<file path="config.mk">
export PLATFORM = sky130hd
export DESIGN_NAME = lfsr_gen
export DESIGN_NICKNAME = d
export VERILOG_FILES = /design/src/rtl/lfsr_pkg.sv /design/src/rtl/lfsr_next.sv /design/src/rtl/lfsr_gen.sv
export SDC_FILE = /design/constraint.sdc
export NUM_CORES = 1
export LEC_CHECK = 0
export BUFFER_PORTS_ARGS = -buffer_cell sky130_fd_sc_hd__buf_2
export CORE_UTILIZATION = 35
export DETAILED_ROUTE_END_ITERATION = 7
export SETUP_SLACK_MARGIN = 0.2
export SLEW_MARGIN = 20
export SYNTH_ARGS = -nofsm -noshare
export SYNTH_HDL_FRONTEND = slang
export SYNTH_SLANG_ARGS = --single-unit
export TNS_END_PERCENT = 100
</file>
<file path="constraint.sdc">
create_clock -name clk -period 2.5 [get_ports clk]
set_input_delay 0.375 -clock clk [delete_from_list [all_inputs] [get_ports clk]]
set_output_delay 0.375 -clock clk [all_outputs]
set_load 0.005 [all_outputs]
</file>
<file path="src/rtl/lfsr_pkg.sv">
// Shared definitions for the LFSR generator: structure selectors, a table of
// primitive polynomials and the single-step next-state function.
package lfsr_pkg;

    localparam int LFSR_FIB = 0;
    localparam int LFSR_GAL = 1;

    // Primitive polynomials for widths 3..32. Bit k is the coefficient of x^k,
    // and the x^width term is implied. Widths outside the table return 0.
    function automatic logic [31:0] default_poly(input int width);
        logic [31:0] p;
        case (width)
            3:       p = 32'h0000_0005;
            4:       p = 32'h0000_0009;
            5:       p = 32'h0000_0009;
            6:       p = 32'h0000_0021;
            7:       p = 32'h0000_0041;
            8:       p = 32'h0000_0071;
            9:       p = 32'h0000_0021;
            10:      p = 32'h0000_0081;
            11:      p = 32'h0000_0201;
            12:      p = 32'h0000_0053;
            13:      p = 32'h0000_001B;
            14:      p = 32'h0000_002B;
            15:      p = 32'h0000_4001;
            16:      p = 32'h0000_6801;
            17:      p = 32'h0000_4001;
            18:      p = 32'h0000_0801;
            19:      p = 32'h0000_0047;
            20:      p = 32'h0002_0001;
            21:      p = 32'h0008_0001;
            22:      p = 32'h0020_0001;
            23:      p = 32'h0004_0001;
            24:      p = 32'h00C2_0001;
            25:      p = 32'h0040_0001;
            26:      p = 32'h0000_0047;
            27:      p = 32'h0000_0027;
            28:      p = 32'h0200_0001;
            29:      p = 32'h0800_0001;
            30:      p = 32'h0000_0053;
            31:      p = 32'h1000_0001;
            32:      p = 32'h0040_0007;
            default: p = 32'h0000_0000;
        endcase
        return p;
    endfunction

    // One LFSR step on the low 'width' bits; bits at and above 'width' are
    // returned as zero so the caller can truncate freely.
    function automatic logic [31:0] lfsr_step(input logic [31:0] state,
                                              input logic [31:0] poly,
                                              input int          mode,
                                              input int          width);
        logic [31:0] nxt;
        logic        msb;
        logic        fb;
        msb = state[width-1];
        if (mode == LFSR_FIB) begin
            // Feedback is the MSB XORed with the tap below each set coefficient.
            fb = msb;
            for (int k = 1; k < 32; k++) begin
                if (k < width && poly[k]) fb = fb ^ state[k-1];
            end
            nxt = {state[30:0], fb};
        end else begin
            nxt = {state[30:0], 1'b0} ^ (msb ? poly : 32'h0);
        end
        for (int i = 0; i < 32; i++) begin
            if (i >= width) nxt[i] = 1'b0;
        end
        return nxt;
    endfunction

endpackage

</file>
<file path="src/rtl/lfsr_next.sv">
// Combinational chain of STEPS single LFSR steps, so one advance can move the
// sequence forward by several positions in a single cycle.
module lfsr_next
    import lfsr_pkg::*;
#(
    parameter int             WIDTH = 16,
    parameter logic [WIDTH-1:0] POLY  = WIDTH'(default_poly(WIDTH)),
    parameter int             MODE  = LFSR_FIB,
    parameter int             STEPS = 1
) (
    input  logic [WIDTH-1:0] state,
    output logic [WIDTH-1:0] next
);

    logic [WIDTH-1:0] chain [0:STEPS];

    assign chain[0] = state;

    for (genvar i = 0; i < STEPS; i++) begin : g_step
        assign chain[i+1] = WIDTH'(lfsr_step(32'(chain[i]), 32'(POLY), MODE, WIDTH));
    end

    assign next = chain[STEPS];

endmodule

</file>
<file path="src/rtl/lfsr_gen.sv">
// Parametrised LFSR pattern source with a valid/ready output stream, zero-seed
// substitution and a pulse each time the sequence returns to its seed.
module lfsr_gen
    import lfsr_pkg::*;
#(
    parameter int               WIDTH        = 16,
    parameter logic [WIDTH-1:0] POLY         = WIDTH'(default_poly(WIDTH)),
    parameter int               MODE         = LFSR_FIB,
    parameter int               STEPS        = 1,
    parameter logic [WIDTH-1:0] SEED_DEFAULT = WIDTH'(1)
) (
    input  logic             clk,
    input  logic             rst,
    input  logic             enb,
    input  logic             load,
    input  logic [WIDTH-1:0] seed,
    input  logic             out_ready,
    output logic [WIDTH-1:0] out_data,
    output logic             out_valid,
    output logic             wrap,
    output logic             seed_err
);

    // Parameter legality is enforced at elaboration time.
    if (WIDTH < 3 || WIDTH > 32) begin : g_bad_width
        $error("lfsr_gen: WIDTH must be in 3..32");
    end
    if (POLY[0] != 1'b1) begin : g_bad_poly
        $error("lfsr_gen: POLY[0] must be 1");
    end
    if (MODE != LFSR_FIB && MODE != LFSR_GAL) begin : g_bad_mode
        $error("lfsr_gen: MODE must be 0 or 1");
    end
    if (STEPS < 1 || STEPS > WIDTH) begin : g_bad_steps
        $error("lfsr_gen: STEPS must be in 1..WIDTH");
    end
    if (SEED_DEFAULT == '0) begin : g_bad_seed
        $error("lfsr_gen: SEED_DEFAULT must be non-zero");
    end

    logic [WIDTH-1:0] state;
    logic [WIDTH-1:0] ref_seed;
    logic [WIDTH-1:0] next;
    logic [WIDTH-1:0] seed_safe;
    logic             adv;

    lfsr_next #(
        .WIDTH (WIDTH),
        .POLY  (POLY),
        .MODE  (MODE),
        .STEPS (STEPS)
    ) u_next (
        .state (state),
        .next  (next)
    );

    // An all-zero seed would lock the register, so it is replaced by the default.
    assign seed_safe = (seed == '0) ? SEED_DEFAULT : seed;

    // Advance only when not loading and the current word has been taken or was never valid.
    assign adv = enb & ~load & (~out_valid | out_ready);

    // State, reference seed and stream handshake; load wins over advance, advance over drain.
    always_ff @(posedge clk or posedge rst) begin
        if (rst) begin
            state     <= SEED_DEFAULT;
            ref_seed  <= SEED_DEFAULT;
            out_valid <= 1'b0;
            wrap      <= 1'b0;
            seed_err  <= 1'b0;
        end else begin
            wrap     <= 1'b0;
            seed_err <= 1'b0;
            if (load) begin
                state     <= seed_safe;
                ref_seed  <= seed_safe;
                out_valid <= 1'b0;
                seed_err  <= (seed == '0);
            end else if (adv) begin
                state     <= next;
                out_valid <= 1'b1;
                wrap      <= (next == ref_seed);
            end else if (out_valid && out_ready) begin
                out_valid <= 1'b0;
            end
        end
    end

    assign out_data = state;

endmodule
</file>
# ---- Word level (Yosys, flattened, before mapping)
# Index checks and enable logic that the tools add are counted.
dict set report op_classes {
  n_bitwise 8
  reduce_logical 4
  eq_ne 1
  muxes 9
}
# operator count
set op_table {}
lappend op_table {{16-bit two-way mux} 3}
lappend op_table {{16-bit equality test} 1}
lappend op_table {{16-bit logical NOT} 1}
lappend op_table {{1-bit two-way mux} 6}
lappend op_table {{3-bit nonzero test} 1}
lappend op_table {{1-bit bitwise XOR} 3}
lappend op_table {{1-bit bitwise AND} 2}
lappend op_table {{1-bit inverter} 2}
lappend op_table {{2-bit nonzero test} 1}
lappend op_table {{1-bit logical AND} 1}
lappend op_table {{1-bit OR} 1}
dict set report totals {
  output_inout_bits 19
  in_bits 21
  elab_cells 27
  ff_bits 35
}

# ---- Depth between registers and ports, before layout
# Gate-level depths: netlist (run 1).
dict set report logic_depth {
  ltp_word 6
  mapped_depth 7
  depth_no_buf 4
}

# ---- Cells and area by module
# A second synthesis (run 1) with hierarchy kept.
dict set report hier_totals {
  cells_unflattened 173
  hier_area_um2 1741.7
}
# module instances cells_per_inst seq_area_each_um2 area_per_inst_um2
set by_module_without_submodules {}
lappend by_module_without_submodules {lfsr_gen 1 155 878.3 1602.8}
lappend by_module_without_submodules {lfsr_next 1 18 0.0 138.9}

# ---- Least setup slack after synthesis (run 1)
# OpenSTA, ideal clock, no wires.
dict set report synth_timing {
  kind {input-to-reg}
  from {in out_ready}
  to {reg state[10], in the netlist out_data[10]}
  path_buffers 2
  arrival_ns 1.209
  required_time_ns 2.373
  setup_time_ns 0.127
  path_stages 6
  slack_ns 1.164
  path_cell_list {nand2b_4 and3_1 buf_6 buf_6 a222oi_1 inv_1}
}
dict set report synth_between {
  elab_chain_cells 3
}
# element line_no
set synth_lines {}
lappend synth_lines {{start, declared} lfsr_gen.sv:17} ;# input logic out_ready,
lappend synth_lines {{1-bit OR} lfsr_gen.sv:61} ;# assign adv = enb & ~load & (~out_valid | out_ready);
lappend synth_lines {{1-bit bitwise AND} lfsr_gen.sv:61}
lappend synth_lines {{2-bit nonzero test (no source line)} --}
lappend synth_lines {{end signal, assigned} lfsr_gen.sv:75} ;# state <= seed_safe;
lappend synth_lines {{end signal, assigned} lfsr_gen.sv:80} ;# state <= next;
lappend synth_lines {{end, declared} lfsr_gen.sv:41} ;# logic [WIDTH-1:0] state;
# No other way between the ends.
# A chain may end at the register's enable or synchronous reset.

# ---- Worst setup path in the final report (run 1)
dict set report layout_timing {
  from {in load}
  to {reg state[3], in the netlist out_data[3]}
}
dict set report layout_between {
  elab_chain_cells 4
  elab_cells_between_ends 5
  cone_classes {mux: 1; bitwise: 3; reduce/logical: 1}
}
# element line_no
set layout_lines {}
lappend layout_lines {{start, declared} lfsr_gen.sv:15} ;# input logic load,
lappend layout_lines {{1-bit inverter} lfsr_gen.sv:61}
lappend layout_lines {{1-bit bitwise AND (2 in series)} lfsr_gen.sv:61}
lappend layout_lines {{2-bit nonzero test (no source line)} --}
# Parallel ways exist; a longest one is shown, timed or not.

==> metrics.csv, run 1 <==
stage,metric,value,unit
status,outcome,"finished, final reports clean",
yosys,yosysSeqAreaShare,54.2,%
timing,hold_viol,0,
cts,cts_tree,yes,
timing,setup_viol,0,
critical_path,worstPathArrival,1.85,ns
global_route,grt_pass1_vias,1208,
detailed_routing,ant_nets,0,
global_route,grt_max_degree,36,
global_route,grt_pass1_wl,6050,µm
cts,clkLatencyLatePin,0.29,ns
critical_path,path_max_fanout,35,
cts,cts_setup_buffers,0,
yosys,netlist_instances,130,
floorplanning,die_h,70.0,µm
timing,min_period_over_period,67.3,%
cts,cts.htree.levels,2,
yosys,synthArstFlopShare,100,%
timing,clock-skew-final,0.00530,ns
cts,cts.path.max_buffers,2,
floorplanning,pin_count,40,
yosys,synth_most_common_cell,dfrtp_1,
cts,post_cts_resized,0,
detailed_routing,drt_first_pass_iters,6,
finish,diodes,0,
timing,worst_pin_slew,0.840,ns
critical_path,critical_path_required,2.67,ns
global_route,grt_usage,16.1,%
yosys,synthTopCellsByCount,"dfrtp_1, inv_1, a222oi_1, mux2_2, xor2_1",
global_route,antenna_found_initial,0,
timing,rsz0062_at_grt,no,
yosys,avgSynthCellArea,12.5,µm²
place,place_congestion,0.804,
finish,layoutNonFillerInstCount,224,
critical_path,cp-start-kind,input port,
detailed_routing,drt-initial-drc-count,156,
detailed_routing,post_drt_wl_per_cell,16.4,µm
yosys,ys_ff_latch,35,
timing,fin_setup_tns,0,ns
detailed_routing,via_count,1207,
yosys,synthesis.nets,151,
timing,relSlewSlack,43.9,%
detailed_routing,routed_wl,3680,µm
cts,clockRootBuffer,clkbuf_8,
yosys,synth_edf_count,0,
power_and_ir_drop,power_leakage,0.957,nW
critical_path,critical_path_class,in -> reg,
cts,cts_sinks,35,
yosys,synthTopCellsByArea,"dfrtp_1, mux2_2, a222oi_1, xor2_1, inv_1",
timing,finalCriticalPeriod,1.68,ns
critical_path,worst_setup_path_end_kind,flip-flop,
floorplanning,rows,24,
place,io_buffer_count,39,
floorplanning,core,4410,µm²
power_and_ir_drop,power_density,739,nW/µm²
finish,syn_to_final_growth,21.2,%
yosys,yosys_warnings,0,
power_and_ir_drop,ir_worst_vdd,0.412,mV
floorplanning,design.die.area,4910,µm²
yosys,netlist.area_leader.share,51.0,%
run,drv_cap,0,
yosys,synthFlopType,dfrtp_1,
yosys,synth_area,1620,µm²
detailed_routing,drcViolationCount,0,
yosys,ys_types,25,
place,place_inst,216,
finish,drive_gt1_share,40.7,%
worst_hold_path,min_path_type,in -> async,
global_route,grt_overflow,0,
place,hpwl,2670,µm
detailed_routing,vias_per_cell,5.39,
finish,num-nets-final,192,
floorplanning,die_x,70.0,µm
timing,max_clock_freq,0.595,GHz
cts,cts_inserted_buffers,5,
cts,cts_hold_buf,0,
timing,drv_slew,0,
yosys,yosysTopAreaCell,dfrtp_1,
floorplanning,start_util,36.7,%
cts,path_clk_slew,0.07,ns
## worst max-delay path, cell delays in order
cell and delay (ns):
buf_2 0.53, inv_2 0.06, and3_1 0.38, a222oi_1 0.42, inv_1 0.08
## final timing paths
path / depth (start not counted) / startpoint / to / slack [ns]
max: 5 / load / out_data[3]$_DFFE_PP0P_ / 0.82
max in group asynchronous: 3 / rst / out_data[15]$_DFFE_PP0P_ / 1.61
min: 2 / rst / ref_seed[1]$_DFFE_PP0P_ / 0.24
min in group clk: 3 / enb / out_valid$_DFFE_PP0P_ / 0.34
max reg2reg: 4 / out_valid$_DFFE_PP0P_ / wrap$_DFF_PP0_ / 0.95
min reg2reg: 1 / ref_seed[10]$_DFFE_PP0P_ / ref_seed[10]$_DFFE_PP0P_ / 0.53
## where the power goes
group | switching [mW] | internal, mW
logic | 0.117 | 0.122
registers | 0.0582 | 0.626
clock network | 0.206 | 0.322
total | 0.381 | 1.07
## layout by cell type, fill, tap and decap left out, drive strengths merged
| master | netlist | final |
|---|---|---|
| buf | 6 | 41 |
| and3 | 2 | 2 |
| inv | 18 | 18 |
| mux2 | 15 | 15 |
| nor4 | 7 | 7 |
| clkbuf | 1 | 6 |
| a21oi | 2 | 2 |
| nand2 | 1 | 1 |
| nand2b | 2 | 2 |
| nor3 | 1 | 1 |
| bufinv | 0 | 1 |
| xnor2 | 7 | 7 |
| nand3b | 1 | 1 |
| clkinv | 0 | 1 |
| nand4 | 2 | 2 |
| o21a | 1 | 1 |
| dfstp | 2 | 2 |
| dfrtp | 33 | 33 |
| nor2 | 1 | 1 |
| nand3 | 1 | 1 |
| a222oi | 15 | 15 |
| xor2 | 12 | 12 |
## per-layer routing
| metal | track usage (%) | vias to the layer above | part of all wire [%] |
|---|---|---|---|
| met2 | 22.2 | 51 | 44 |
| li1 | - | 553 | - |
| met3 | 4.47 | 7 | 7.8 |
| met5 | 0 | - | 0 |
| met4 | 8.00 | 0 | 1.9 |
| met1 | 23.0 | 596 | 46 |
## per-stage QoR
stage	instance area (µm²)	setup slack (ns)	power, mW	utilization (%)	hold slack (ns)
6_report	1960	0.818	1.45	44.5	0.238
5_1_grt	1960	0.733	1.53	44.5	0.322
4_1_cts	1960	0.850	1.46	44.5	0.258
3_5_place_dp	1850	0.534	0.935	41.8	0.518
3_3_place_gp	1850	0.607	0.930	41.8	0.509
2_1_floorplan	1620	1.16	0.841	-	0.499
## logic make-up after synthesis
logic type	count (synthesis)	share of synthesized area, %
AO/OA/AOI/OAI	18	10.6
XOR/XNOR	19	10.3
multiplexers	15	10.4
buffers and inverters	25	7.18
flip-flops	35	54.2
AND/OR/NAND/NOR	18	7.34
## area by class of cell
| type | count | area (µm²) |
|---|---|---|
| multi-input cells | 70 | 626 |
| inverters | 18 | 67.6 |
| flip-flops and latches | 35 | 878 |
| clock inverters | 2 | 35.0 |
| fillers | 434 | 2450 |
| clock buffers | 6 | 82.6 |
| repair buffers | 41 | 210 |
| well taps | 52 | 65.1 |
## flip-flops by register name, indices dropped and copies added, names as in the netlist
name	flops
wrap	1
out_data	16
out_valid	1
seed_err	1
ref_seed	16
Power figures use the tool's default switching activity.
==> inputs of run 2 (changes only) <==
- clock period: 2.5 -> 1.65 ns (I/O delays scaled with it)
==> run 2 against run 1 <==
Net effect: combinational power up 56%; sequential cell count unchanged; global-route usage up 0.27 points; non-clock buffer count is 1 higher; largest cell class unchanged; largest power group unchanged.
==> metrics.csv, run 2 (synthesized netlist as in run 1, its figures left out) <==
stage,metric,value,unit,change
timing,finalCriticalPeriod,1.40,ns,
detailed_routing,post_drt_wl_per_cell,16.6,µm,+1.1%
timing,relSlewSlack,71.2,%,+27 points
global_route,grt_pass1_vias,1243,,+2.9%
global_route,antenna_found_initial,0,,unchanged
place,place_inst,217,,+0.46%
finish,layoutNonFillerInstCount,225,,+0.45%
status,outcome,"finished, final reports clean",,
critical_path,slowest_stage,dfrtp_1,,
place,io_buffer_count,39,,unchanged
timing,clock-skew-final,0.00385,ns,-0.00145 ns
critical_path,worst_setup_path_end_kind,flip-flop,,
cts,cts.path.max_buffers,2,,unchanged
floorplanning,start_util,36.7,%,unchanged
finish,drive_gt1_share,41.6,%,+0.92 points
cts,cts_tree,yes,,
power_and_ir_drop,pwr-share-seq,50.8,%,+3.7 points
power_and_ir_drop,combPwrFrac,18.2,%,+1.7 points
detailed_routing,drcViolationCount,0,,unchanged
power_and_ir_drop,p_switching,0.572,mW,+50%
critical_path,crit_buf_inv,0,,-3
timing,setup_viol,0,,unchanged
floorplanning,die_x,70.0,µm,unchanged
finish,num-nets-final,193,,+0.52%
power_and_ir_drop,power_density,1050,nW/µm²,+42%
timing,drv_slew,0,,unchanged
critical_path,cp_top_family,simple AND/OR/NAND/NOR gates,,
detailed_routing,routed_wl,3740,µm,+1.5%
finish,diodes,0,,unchanged
critical_path,r2r-start,out_data[13]$_DFFE_PP0P_,,
critical_path,critical_path_class,reg -> reg,,
global_route,grt_pass1_wl,6120,µm,+1.1%
worst_hold_path,min_path_type,in -> async,,
timing,max_clock_freq,0.715,GHz,
timing,rsz0062_at_grt,no,,
critical_path,cp-start-kind,flip-flop,,
detailed_routing,via_count,1220,,+1.1%
critical_path,max_stage_delay,0.46,ns,-0.07 ns
power_and_ir_drop,p_sw_share,28.0,%,+1.7 points
critical_path,path_max_fanout,5,,-86%
floorplanning,rows,24,,unchanged
critical_path,worstPathArrival,1.61,ns,-0.24 ns
timing,min_period_over_period,84.7,%,
cts,cts.htree.levels,2,,unchanged
floorplanning,core,4410,µm²,unchanged
cts,cts_inserted_buffers,5,,unchanged
global_route,grt_usage,16.4,%,+0.27 points
floorplanning,pin_count,40,,unchanged
cts,clockRootBuffer,clkbuf_8,,
place,hpwl,2640,µm,-0.93%
global_route,grt_max_degree,36,,unchanged
cts,cts_sinks,35,,unchanged
critical_path,crit_cells,4,,-1
timing,hold_viol,0,,unchanged
run,drv_cap,0,,unchanged
floorplanning,design.die.area,4910,µm²,unchanged
critical_path,r2r_cells,4,,unchanged
critical_path,endpoint,wrap$_DFF_PP0_,,
finish,layout_commonest_cell,buf_2,,
detailed_routing,ant_nets,0,,unchanged
critical_path,r2r_slack,0.25,ns,-0.70 ns
cts,cts_setup_buffers,0,,unchanged
timing,fin_setup_tns,0,ns,unchanged
detailed_routing,drt-initial-drc-count,183,,+17%
critical_path,cp_cell_sequence,xor2_1 > nor4_1 > nand4_1 > nor3_2,,
finish,final_cell_mix,"buf_2, dfrtp_1, inv_1, a222oi_1, mux2_2",,
timing,worst_pin_slew,0.432,ns,-0.409 ns
finish,nFillCells,426,,-1.8%
critical_path,cp-startpoint,out_data[13]$_DFFE_PP0P_,,
floorplanning,die_h,70.0,µm,unchanged
place,place_congestion,0.776,,-3.5%
cts,path_clk_slew,0.07,ns,about the same
finish,syn_to_final_growth,20.5,%,
power_and_ir_drop,intPower,1.47,mW,+38%
cts,clkLatencyLatePin,0.29,ns,about the same
power_and_ir_drop,ir_worst_vdd,0.683,mV,+66%
detailed_routing,vias_per_cell,5.42,,+0.63%
power_and_ir_drop,power_leakage,0.949,nW,-0.81%
critical_path,critical_path_required,1.87,ns,-0.80 ns
detailed_routing,drt_first_pass_iters,8,,+2
global_route,grt_overflow,0,,unchanged
critical_path,r2r_end,wrap$_DFF_PP0_,,
power_and_ir_drop,clock_power_share,31.0,%,-5.4 points
[run 2: cell types whose count changed in the layout (fill, tap and decap cells not counted), sizes merged]
cell    previous run  this run
buf               41        42
clkbuf             6         7
bufinv             1         0
[run 2: through the flow]
| stage | total power, mW | setup slack, ns | hold WS (ns) | utilization (%) | cell area (µm²) |
|---|---|---|---|---|---|
| after global placement | 1.41 | 0.130 | 0.358 | 42.0 | 1850 |
| after CTS | 2.06 | 0.239 | 0.0569 | 44.1 | 1950 |
| after global routing | 2.16 | 0.210 | 0.0913 | 44.2 | 1950 |
| after detailed placement | 1.42 | 0.112 | 0.369 | 42.0 | 1850 |
| final | 2.04 | 0.252 | 0.0466 | 44.2 | 1950 |
| after floorplan | 1.27 | 0.371 | 0.372 | - | 1620 |
[run 2: metal layers]
metal / vias to the layer above / routed length [µm] / track usage, %
li1: 555 / - / -
met5: - / 0 / 0
met3: 2 / 335 / 5.34
met1: 596 / 1660 / 22.0
met4: 0 / 16 / 5.33
met2: 67 / 1720 / 25.0
[run 2: timing repair]
action                                  in CTS  in global routing
endpoints found under the setup margin       2                  1
hold buffers                                 0                  0
gates resized for setup                      1                  1
[run 2: layout make-up]
| type | count | area [µm²] | share of cell area (%) |
|---|---|---|---|
| tap | 52 | 65.1 | 3.33 |
| multi-input combinational | 70 | 633 | 32.4 |
| timing repair buffer | 42 | 218 | 11.1 |
| clock buffer | 7 | 86.3 | 4.42 |
| sequential | 35 | 878 | 45.0 |
| inverter | 18 | 67.6 | 3.46 |
| clock inverter | 1 | 5.00 | 0.256 |
[run 2: worst reg2reg max path, delay by kind of cell, from the launching register on]
| kind | cells | cell delay (ns) |
|---|---|---|
| xor gates and xnor gates | 1 | 0.21 |
| DFF | 1 | 0.46 |
| and+or+nand+nor | 3 | 0.66 |
[run 2: how the worst min path moves through the flow]
stage                               endpoint  slack [ns]
floorplan              out_valid$_DFFE_PP0P_        0.37
global placement     ref_seed[1]$_DFFE_PP0P_        0.36
detailed placement  ref_seed[14]$_DFFE_PP0P_        0.37
CTS                 out_data[12]$_DFFE_PP0P_        0.06
global route        out_data[12]$_DFFE_PP0P_        0.09
finish               out_data[1]$_DFFE_PP0P_        0.05
[run 2: power groups by stage]
stage | Sequential [mW] | Combinational [mW] | Clock, mW
6_report | 1.04 | 0.372 | 0.634
5_1_grt | 1.05 | 0.406 | 0.698
3_3_place_gp | 1.05 | 0.360 | 0
3_5_place_dp | 1.05 | 0.368 | 0
4_1_cts | 1.04 | 0.370 | 0.652
2_1_floorplan | 1.04 | 0.236 | 0
